$ cat config.mk
export PLATFORM = sky130hd
export DESIGN_NAME = mem_burst_master
export DESIGN_NICKNAME = d
export VERILOG_FILES = /design/src/rtl/mem_burst_pkg.sv /design/src/rtl/mem_burst_fifo2.sv /design/src/rtl/mem_burst_master.sv
export SDC_FILE = /design/constraint.sdc
export NUM_CORES = 1
export LEC_CHECK = 0
export BUFFER_PORTS_ARGS = -buffer_cell sky130_fd_sc_hd__clkbuf_2
export CAP_MARGIN = 5
export CORE_AREA = 2 2 232 234
export DETAILED_ROUTE_END_ITERATION = 6
export DIE_AREA = 0 0 234 236
export GPL_ROUTABILITY_DRIVEN = 1
export SETUP_SLACK_MARGIN = 0.05
export SYNTH_ARGS = -nofsm -noshare
export SYNTH_HDL_FRONTEND = slang
export SYNTH_SLANG_ARGS = --single-unit
$ cat constraint.sdc
create_clock -name clock -period 4.1 [get_ports clock]
set_clock_uncertainty 0.15 [all_clocks]
set_input_delay 0.205 -clock clock [delete_from_list [all_inputs] [get_ports clock]]
set_output_delay 0.205 -clock clock [all_outputs]
set_load 0.005 [all_outputs]
$ cat src/rtl/mem_burst_pkg.sv
// Shared types and widths for the burst master toward the 128-bit byte-enabled RAM.
package mem_burst_pkg;

   localparam int BEAT_BYTES = 16;
   localparam int DATA_W     = 128;
   localparam int BE_W       = 16;

   typedef enum logic [2:0] {
      IDLE,
      READ,
      READ_DRAIN,
      WRITE,
      DONE
   } state_e;

endpackage

$ cat src/rtl/mem_burst_fifo2.sv
// Two-entry read-beat buffer between the RAM read port and the rd_* stream.
module mem_burst_fifo2
   import mem_burst_pkg::*;
(
   input  logic              clock,
   input  logic              reset,
   input  logic              push,
   input  logic [DATA_W-1:0] push_data,
   input  logic              pop,
   output logic [DATA_W-1:0] pop_data,
   output logic              full,
   output logic              empty
);

   logic [DATA_W-1:0] mem_q [2];
   logic [DATA_W-1:0] mem_d [2];
   logic              wr_ptr_q, wr_ptr_d;
   logic              rd_ptr_q, rd_ptr_d;
   logic [1:0]        count_q, count_d;
   logic              do_push, do_pop;

   always_comb begin
      mem_d    = mem_q;
      wr_ptr_d = wr_ptr_q;
      rd_ptr_d = rd_ptr_q;
      count_d  = count_q;

      do_pop  = pop & (count_q != 2'd0);
      // A push into a full buffer is only legal when the head leaves in the same cycle.
      do_push = push & ((count_q != 2'd2) | do_pop);

      if (do_push) begin
         mem_d[wr_ptr_q] = push_data;
         wr_ptr_d        = ~wr_ptr_q;
      end
      if (do_pop) begin
         rd_ptr_d = ~rd_ptr_q;
      end

      case ({do_push, do_pop})
         2'b10:   count_d = count_q + 2'd1;
         2'b01:   count_d = count_q - 2'd1;
         default: count_d = count_q;
      endcase
   end

   always_ff @(posedge clock) begin
      if (reset) begin
         mem_q    <= '{default: '0};
         wr_ptr_q <= 1'b0;
         rd_ptr_q <= 1'b0;
         count_q  <= '0;
      end else begin
         mem_q    <= mem_d;
         wr_ptr_q <= wr_ptr_d;
         rd_ptr_q <= rd_ptr_d;
         count_q  <= count_d;
      end
   end

   assign pop_data = mem_q[rd_ptr_q];
   assign full     = (count_q == 2'd2);
   assign empty    = (count_q == 2'd0);

endmodule

$ cat src/rtl/mem_burst_master.sv
// Burst master: turns one read/write command into consecutive 16-byte beats on a
// synchronous RAM, streaming write beats in and read beats out through a 2-entry buffer.
module mem_burst_master
   import mem_burst_pkg::*;
#(
   parameter int ADDR_W = 20,
   parameter int LEN_W  = 8
) (
   input  logic              clock,
   input  logic              reset,
   input  logic              cmd_valid,
   output logic              cmd_ready,
   input  logic              cmd_write,
   input  logic [ADDR_W-1:0] cmd_address,
   input  logic [LEN_W-1:0]  cmd_length,
   input  logic [BE_W-1:0]   cmd_byte_enablers,
   input  logic              wr_valid,
   output logic              wr_ready,
   input  logic [DATA_W-1:0] wr_data,
   output logic              rd_valid,
   input  logic              rd_ready,
   output logic [DATA_W-1:0] rd_data,
   output logic              done,
   output logic [ADDR_W-1:0] ram_address,
   output logic [DATA_W-1:0] ram_data_in,
   output logic [BE_W-1:0]   ram_byte_enablers,
   output logic              ram_write_enable,
   input  logic [DATA_W-1:0] ram_data_out
);

   state_e            state_q, state_d;
   logic [ADDR_W-1:0] addr_q, addr_d;
   logic [LEN_W-1:0]  len_q, len_d;
   logic [LEN_W-1:0]  cnt_q, cnt_d;
   logic [BE_W-1:0]   mask_q, mask_d;
   logic              inflight_q, inflight_d;

   logic              fifo_push, fifo_pop, fifo_full, fifo_empty;
   logic [1:0]        occupancy, pending;
   logic              issue, last_beat;

   mem_burst_fifo2 u_fifo (
      .clock     (clock),
      .reset     (reset),
      .push      (fifo_push),
      .push_data (ram_data_out),
      .pop       (fifo_pop),
      .pop_data  (rd_data),
      .full      (fifo_full),
      .empty     (fifo_empty)
   );

   // RAM data appears one cycle after the address, so an issued read lands in the buffer next cycle.
   assign fifo_push = inflight_q;

   always_comb begin
      cmd_ready         = (state_q == IDLE) & ~reset;
      wr_ready          = (state_q == WRITE) & ~reset;
      done              = (state_q == DONE) & ~reset;
      rd_valid          = ~fifo_empty & ~reset;
      fifo_pop          = rd_valid & rd_ready;
      ram_write_enable  = wr_ready & wr_valid;
      ram_byte_enablers = wr_ready ? mask_q : '0;
      ram_data_in       = wr_ready ? wr_data : '0;
      ram_address       = reset ? '0 : addr_q;
   end

   always_comb begin
      state_d    = state_q;
      addr_d     = addr_q;
      len_d      = len_q;
      cnt_d      = cnt_q;
      mask_d     = mask_q;
      inflight_d = 1'b0;
      issue      = 1'b0;

      occupancy = fifo_full ? 2'd2 : {1'b0, ~fifo_empty};
      // Entries held next cycle once this pop and the arriving in-flight beat are settled.
      pending   = occupancy - {1'b0, fifo_pop} + {1'b0, inflight_q};
      last_beat = (cnt_q == len_q - LEN_W'(1));

      case (state_q)
         IDLE: begin
            if (cmd_valid) begin
               addr_d = cmd_address;
               len_d  = cmd_length;
               mask_d = cmd_byte_enablers;
               cnt_d  = '0;
               if (cmd_length == '0) begin
                  state_d = DONE;
               end else if (cmd_write) begin
                  state_d = WRITE;
               end else begin
                  state_d = READ;
               end
            end
         end

         READ: begin
            if (pending < 2'd2) begin
               issue      = 1'b1;
               inflight_d = 1'b1;
               addr_d     = addr_q + ADDR_W'(BEAT_BYTES);
               cnt_d      = cnt_q + LEN_W'(1);
               if (last_beat) begin
                  state_d = READ_DRAIN;
               end
            end
         end

         READ_DRAIN: begin
            if (fifo_empty && !inflight_q) begin
               state_d = DONE;
            end
         end

         WRITE: begin
            if (wr_valid) begin
               addr_d = addr_q + ADDR_W'(BEAT_BYTES);
               cnt_d  = cnt_q + LEN_W'(1);
               if (last_beat) begin
                  state_d = DONE;
               end
            end
         end

         DONE: begin
            state_d = IDLE;
         end

         default: begin
            state_d = IDLE;
         end
      endcase
   end

   always_ff @(posedge clock) begin
      if (reset) begin
         state_q    <= IDLE;
         addr_q     <= '0;
         len_q      <= '0;
         cnt_q      <= '0;
         mask_q     <= '0;
         inflight_q <= 1'b0;
      end else begin
         state_q    <= state_d;
         addr_q     <= addr_d;
         len_q      <= len_d;
         cnt_q      <= cnt_d;
         mask_q     <= mask_d;
         inflight_q <= inflight_d;
      end
   end

endmodule

# ---- Word level (Yosys, flattened, before mapping)
# Index checks and enable logic that the tools add are counted.
dict set report totals {
  ff_bits 316
  latchBits 0
  ram_bits 0
  rom_bits 0
  word_cells 95
  memories 0
}
dict set report op_classes {
  addsub 7
  multipliers 0
  div_mod_pow 0
  order_cmp 4
  eq_ne 15
  shift 0
  mux 29
  n_bitwise 16
  reduce_logical 13
}
# op count
set ops {}
lappend ops {{two-way mux 128 bit} 5}
lappend ops {{bitwise mux 256 bit} 1}
lappend ops {{demux 128 bit (select 1 bit)} 1}
lappend ops {{two-way mux 20 bit} 4}
lappend ops {{case mux 20 bit (3 select lines)} 1}
lappend ops {{two-way mux 8 bit} 3}
lappend ops {{case mux 8 bit (3 select lines)} 1}
lappend ops {{two-way mux 3 bit} 7}
lappend ops {{adder 20 x 5 -> 20 bit, second input constant} 1}
lappend ops {{two-way mux 16 bit} 1}
lappend ops {{inequality test 2 bit, second input constant} 7}
lappend ops {{case mux 3 bit (4 select lines)} 1}
lappend ops {{adder 8 x 1 -> 8 bit, second input constant} 1}
lappend ops {{bitwise AND 1 bit} 8}
lappend ops {{== test 8 bit} 1}
lappend ops {{logical NOT 8 bit} 1}
lappend ops {{subtractor 8 x 1 -> 8 bit, second input constant} 1}
lappend ops {{== test 3 x 2 -> 1 bit, second input constant} 2}
lappend ops {{AND reduction 6 bit} 1}
lappend ops {{inverter 1 bit} 5}
lappend ops {{== test 2 bit, second input constant} 2}
lappend ops {{greater-or-equal comparator 2 bit, second input constant} 2}
lappend ops {{two-way mux 2 bit} 2}
lappend ops {{inverter 1 -> 2 bit} 2}
lappend ops {{other kinds (21)} 23}

# ---- Logic depth before layout (Yosys ltp)
dict set report logic_depth {
  ltp_word 9
  depth_mapped 11
  ltp_nobuf 10
}

# ---- Hierarchy
# A second synthesis with hierarchy kept.
dict set report unflattened {
  cells_unflattened 1887
  hier_area_um2 16543.4
}
# mod instances cells_per_inst area_per_inst_um2
set modules_own_cells {}
lappend modules_own_cells {mem_burst_fifo2 1 1296 12358.1}
lappend modules_own_cells {mem_burst_master 1 591 4185.3}

# ---- Worst setup path before layout
# Ideal clock, no wire load.
dict set report synth_path {
  kind {input to register}
  start {input reset}
  end {register cnt_q[7]}
  setup_time_ps 116
  t_arrival_ps 2455
  t_required_ps 3834
  setup_slack_ps 1379
  path_stages 10
  n_path_buf 1
  cell_sequence {clkbuf_1 -> nor2_1 -> and2_1 -> ha_1 -> nor2b_1 -> xnor3_1 -> a211o_4 -> a2111oi_4 -> a211oi_1 -> a31o_1}
}
dict set report synth_between {
  elab_chain_cells 8
}
# element line_no
set synth_lines {}
lappend synth_lines {{from (decl)} mem_burst_master.sv:10} ;# input logic reset,
lappend synth_lines {{inverter 1 bit} mem_burst_master.sv:60} ;# rd_valid = ~fifo_empty & ~reset;
lappend synth_lines {{bitwise AND 1 bit} mem_burst_master.sv:60}
lappend synth_lines {{via rd_valid} mem_burst_master.sv:20} ;# output logic rd_valid,
lappend synth_lines {{bitwise AND 1 bit} mem_burst_master.sv:61} ;# fifo_pop = rd_valid & rd_ready;
lappend synth_lines {{subtractor 2 x 1 -> 2 bit} mem_burst_master.sv:79} ;# pending = occupancy - {1'b0, fifo_pop} + {1'b0, inflight_q};
lappend synth_lines {{adder 2 x 1 -> 2 bit} mem_burst_master.sv:79}
lappend synth_lines {{< comparator 2 bit} mem_burst_master.sv:100} ;# if (pending < 2'd2) begin
lappend synth_lines {{inequality test 2 bit (no line)} -}
lappend synth_lines {{AND reduction 4 bit (no line)} -}
lappend synth_lines {{to (signal assigned)} mem_burst_master.sv:149} ;# cnt_q <= cnt_d;
lappend synth_lines {{to (decl)} mem_burst_master.sv:34} ;# logic [LEN_W-1:0] cnt_q, cnt_d;
# The timed path passes the listed nets, and every way through them passes these cells.
# A chain may end at the register's enable or synchronous reset.

# ---- Worst setup path in the final report
dict set report layout_path {
  start {register u_fifo.count_q[1]}
  end {register u_fifo.mem_q[124] in the netlist's numbering}
}
dict set report layout_between {
  elab_chain_cells 7
  word_cells_on_any_way 9
}
# element line_no
set layout_lines {}
lappend layout_lines {{from (decl)} mem_burst_fifo2.sv:19} ;# logic [1:0] count_q, count_d;
lappend layout_lines {{from (signal assigned)} mem_burst_fifo2.sv:57} ;# count_q <= count_d;
lappend layout_lines {{logical NOT 2 bit} mem_burst_fifo2.sv:63} ;# assign empty = (count_q == 2'd0);
lappend layout_lines {{inverter 1 bit} mem_burst_master.sv:60}
lappend layout_lines {{bitwise AND 1 bit} mem_burst_master.sv:60}
lappend layout_lines {{bitwise AND 1 bit} mem_burst_master.sv:61}
lappend layout_lines {{bitwise AND 1 bit} mem_burst_fifo2.sv:28} ;# do_pop = pop & (count_q != 2'd0);
lappend layout_lines {{bitwise OR 1 bit *} mem_burst_fifo2.sv:30} ;# do_push = push & ((count_q != 2'd2) | do_pop);
lappend layout_lines {{bitwise AND 1 bit *} mem_burst_fifo2.sv:30}
lappend layout_lines {{to (signal assigned)} mem_burst_fifo2.sv:54} ;# mem_q <= mem_d;
lappend layout_lines {{to (decl)} mem_burst_fifo2.sv:15} ;# logic [DATA_W-1:0] mem_q [2];
# Mark *: on every way between the ends. The rest lies on a longest branch, timed or not.

==> impl_metrics.csv <==
group,metric,value,unit
layout,final_nets,2855,
cts,cts_buffers,37,
cts,cts_tree,"done",
power_and_ir_drop,power.leakage,9.03,nW
cts,clk_latency,0.54,ns
setup_path,max_stage_delay,0.56,ns
setup_path,reg2reg_depth,8,
setup_path,crit_chain,"or2b_1 > o21ai_1 > inv_1 > nand2_4 > buf_12 > nand2_1 > a21oi_1 > dlygate4sd3_1",
routing,viasPerCell,4.78,
timing,max-slew-margin-rel,28.7,%
synthesis,yosys_warnings,0,
timing,min_period,3.22,ns
routing,antenna_left,0,
synthesis,synth_edf_count,0,
floorplanning,pin_count,603,
placement,io_buffer_count,602,
global_route,grt.total_usage,21.6,%
timing,rsz0062_at_grt,"false",
cts,cts_sinks,316,
cts,htree_levels,2,
routing,wl,62700,µm
floorplanning,fp.dieH,236,µm
timing,finalCritPeriodShare,78.5,%
timing,slew_violations,0,
timing,hold_violations,0,
cts,cts-root-buf,"clkbuf_16",
hold_path,min_path_cells,6,
cts,clockBufferDepth,3,
setup_path,critPathArrivalTime,3.55,ns
setup_path,start_kind,"flip-flop",
setup_path,crit_required,4.44,ns
timing,setup_tns,0,ns
setup_path,worst-path-max-fanout,59,
synthesis,syn_inst,1848,
floorplanning,core_area,0.0531,mm²
timing,tightestPinTransition,1.07,ns
setup_path,worstSetupEndpointType,"flip-flop",
routing,drt-wirelength-per-cell,19.2,µm
layout,layout.area.seq,0.00633,mm²
floorplanning,initial_utilization,27.1,%
floorplanning,dieArea,0.0552,mm²
power_and_ir_drop,irDropWorstVdd,0.327,mV
layout,final_cell_mix,"601 x clkbuf_2, 600 x nand2_1, 315 x dfxtp_1",
synthesis,async_flop_share,0,%
global_route,first_global_vias,15200,
timing,max_freq,0.311,GHz
placement,dp_hpwl,46000,µm
run_status,status,"finished clean",
global_route,grt_overflow_total,0,
synthesis,synthesis.area,0.0144,mm²
routing,drt-pass1-iter-count,5,
synthesis,ys_types,51,
routing,via_count,15600,
routing,drc_errors,0,
synthesis,ys_seq_elements,316,
floorplanning,dieWidth,234,µm
synthesis,yosysSeqAreaShare,43.9,%
setup_path,worst_path_max_delay_cell,"dlygate4sd3_1",
synthesis,syn_area_per_cell,7.79,µm²
routing,drt-initial-drc-count,822,
synthesis,synth_nets,2159,
floorplanning,rows,85,
setup_path,worst-setup-path-type,"flip-flop to flip-flop",
hold_path,worstHoldPathType,"input pin to flip-flop",
placement,place_congestion,0.918,
timing,hold_slack,0.144,ns
layout,multiInputGateArea,0.00752,mm²
layout,final_common_cell,"clkbuf_2",
timing,setup_viol,0,
layout,fill_cells,5384,
global_route,antenna_found_initial,22,
run,drv_cap,0,
cts,clk_pin_slew_worst_paths,0.06,ns
global_route,grt_pass1_wl,91100,µm
cts,cts-resized-gates,0,
layout,syn2layout_area_growth,46.3,%
power_and_ir_drop,powerDensity,475,mW/mm²
global_route,grt_max_degree,197,
layout,drive_above_1_share,32.1,%
synthesis,ys.flop_type,"dfxtp_1",
power by group:
group	switching [mW]	internal, mW	total (mW)	leakage (nW)
logic	1.65	1.22	2.88	5.87
registers	0.342	3.47	3.81	2.56
clock network	1.36	1.95	3.31	0.602
flip-flops by register name (all words and copies together), names as in the netlist:
name,cells
u_fifo.mem_q,256
cnt_q,8
u_fifo.rd_ptr_q,1
len_q,8
u_fifo.wr_ptr_q,1
state_q,3
addr_q,20
u_fifo.count_q,2
fifo_push,1
mask_q,16
timing repair:
| item | 4_1_cts | 5_1_grt |
|---|---|---|
| hold buffers | 181 | 0 |
| buffers inserted | 0 | 0 |
| hold endpoints to repair | 303 | 0 |
metal layers:
metal / routed length, µm / GRT usage [%] / share of wire, % / vias to the layer above
met5: 0 / 0 / 0 / -
met4: 2120 / 8.36 / 3.4 / 0
met3: 4870 / 4.85 / 7.8 / 102
met1: 27100 / 28.3 / 43 / 7395
li1: - / - / - / 7476
met2: 28600 / 34.1 / 46 / 673
cell usage after synthesis, types with 2 or more instances:
master / instances / area [µm²]
nand3_1: 11 / 55.1
mux2i_1: 3 / 30.0
and2_1: 154 / 963
or3_1: 4 / 25.0
clkbuf_1: 134 / 503
o22ai_1: 3 / 18.8
and3_1: 4 / 25.0
o31ai_1: 5 / 37.5
nor2b_1: 25 / 156
a211oi_1: 9 / 67.6
a2111oi_2: 3 / 45.0
nand3b_1: 2 / 15.0
o21ai_0: 20 / 100
a2111oi_0: 2 / 17.5
a311oi_1: 2 / 17.5
nor3_1: 7 / 35.0
xnor2_1: 12 / 105
a31oi_1: 3 / 18.8
nand4_1: 6 / 37.5
buf_1: 9 / 33.8
o211ai_1: 2 / 15.0
ha_1: 5 / 62.6
nor2_1: 25 / 93.8
a21o_1: 3 / 22.5
or2_2: 2 / 12.5
xor2_1: 5 / 43.8
inv_1: 11 / 41.3
dfxtp_1: 316 / 6330
mux2_2: 128 / 1440
nand2_1: 602 / 2260
a21oi_1: 306 / 1530
nor4_1: 6 / 37.5
logic make-up (layout without fill, tap and decap cells):
kind of cell | after synthesis | count (layout) | synth area share, %
and+or+nand+nor | 854 | 854 | 26.2
AOI/OAI and AO/OA | 368 | 368 | 14.0
DFF | 316 | 316 | 43.9
buffers and inverters | 156 | 876 | 4.13
muxes | 131 | 131 | 10.2
xor gates and xnor gates | 18 | 18 | 1.19
adders and majority gates | 5 | 5 | 0.434
other | 0 | 9 | 0
path summary, 6_finish.rpt:
path / to / slack (ns) / from
max: u_fifo.mem_q[124] / 0.88 / u_fifo.count_q[1]
min: state_q[1] / 0.14 / wr_valid
max reg2reg: u_fifo.mem_q[124] / 0.88 / u_fifo.count_q[1]
min reg2reg: u_fifo.mem_q[157] / 0.30 / u_fifo.mem_q[157]
final cells by class:
| class | instances | area share, % |
|---|---|---|
| diodes | 9 | 0.107 |
| repair buffers | 802 | 24.1 |
| well taps | 696 | 4.13 |
| clock buffers | 48 | 5.02 |
| inverters | 11 | 0.196 |
| clock inverters | 15 | 0.730 |
| multi-input cells | 1376 | 35.7 |
| flip-flops and latches | 316 | 30.0 |
stage by stage:
stage | setup WS, ns | total power [mW] | util [%] | std cells | instance area (µm²)
global route | 0.634 | 10.6 | 39.7 | 3271 | 21100
CTS | 0.866 | 10.1 | 39.6 | 3263 | 21000
global placement | 0.926 | 6.52 | 34.0 | 3019 | 18000
detailed placement | 0.878 | 6.59 | 34.0 | 3019 | 18000
floorplan | 1.38 | 5.45 | - | 1848 | 14400
finish | 0.882 | 10.0 | 39.7 | 3273 | 21100
critical path, delay by kind of cell, from the launching register on:
family,cells,cell delay [ns]
AO/OA/AOI/OAI,2,0.72
buffers and inverters,3,1.11
flip-flops,1,0.37
AND/OR/NAND/NOR,3,0.73
(Power assumes the default switching activity.)
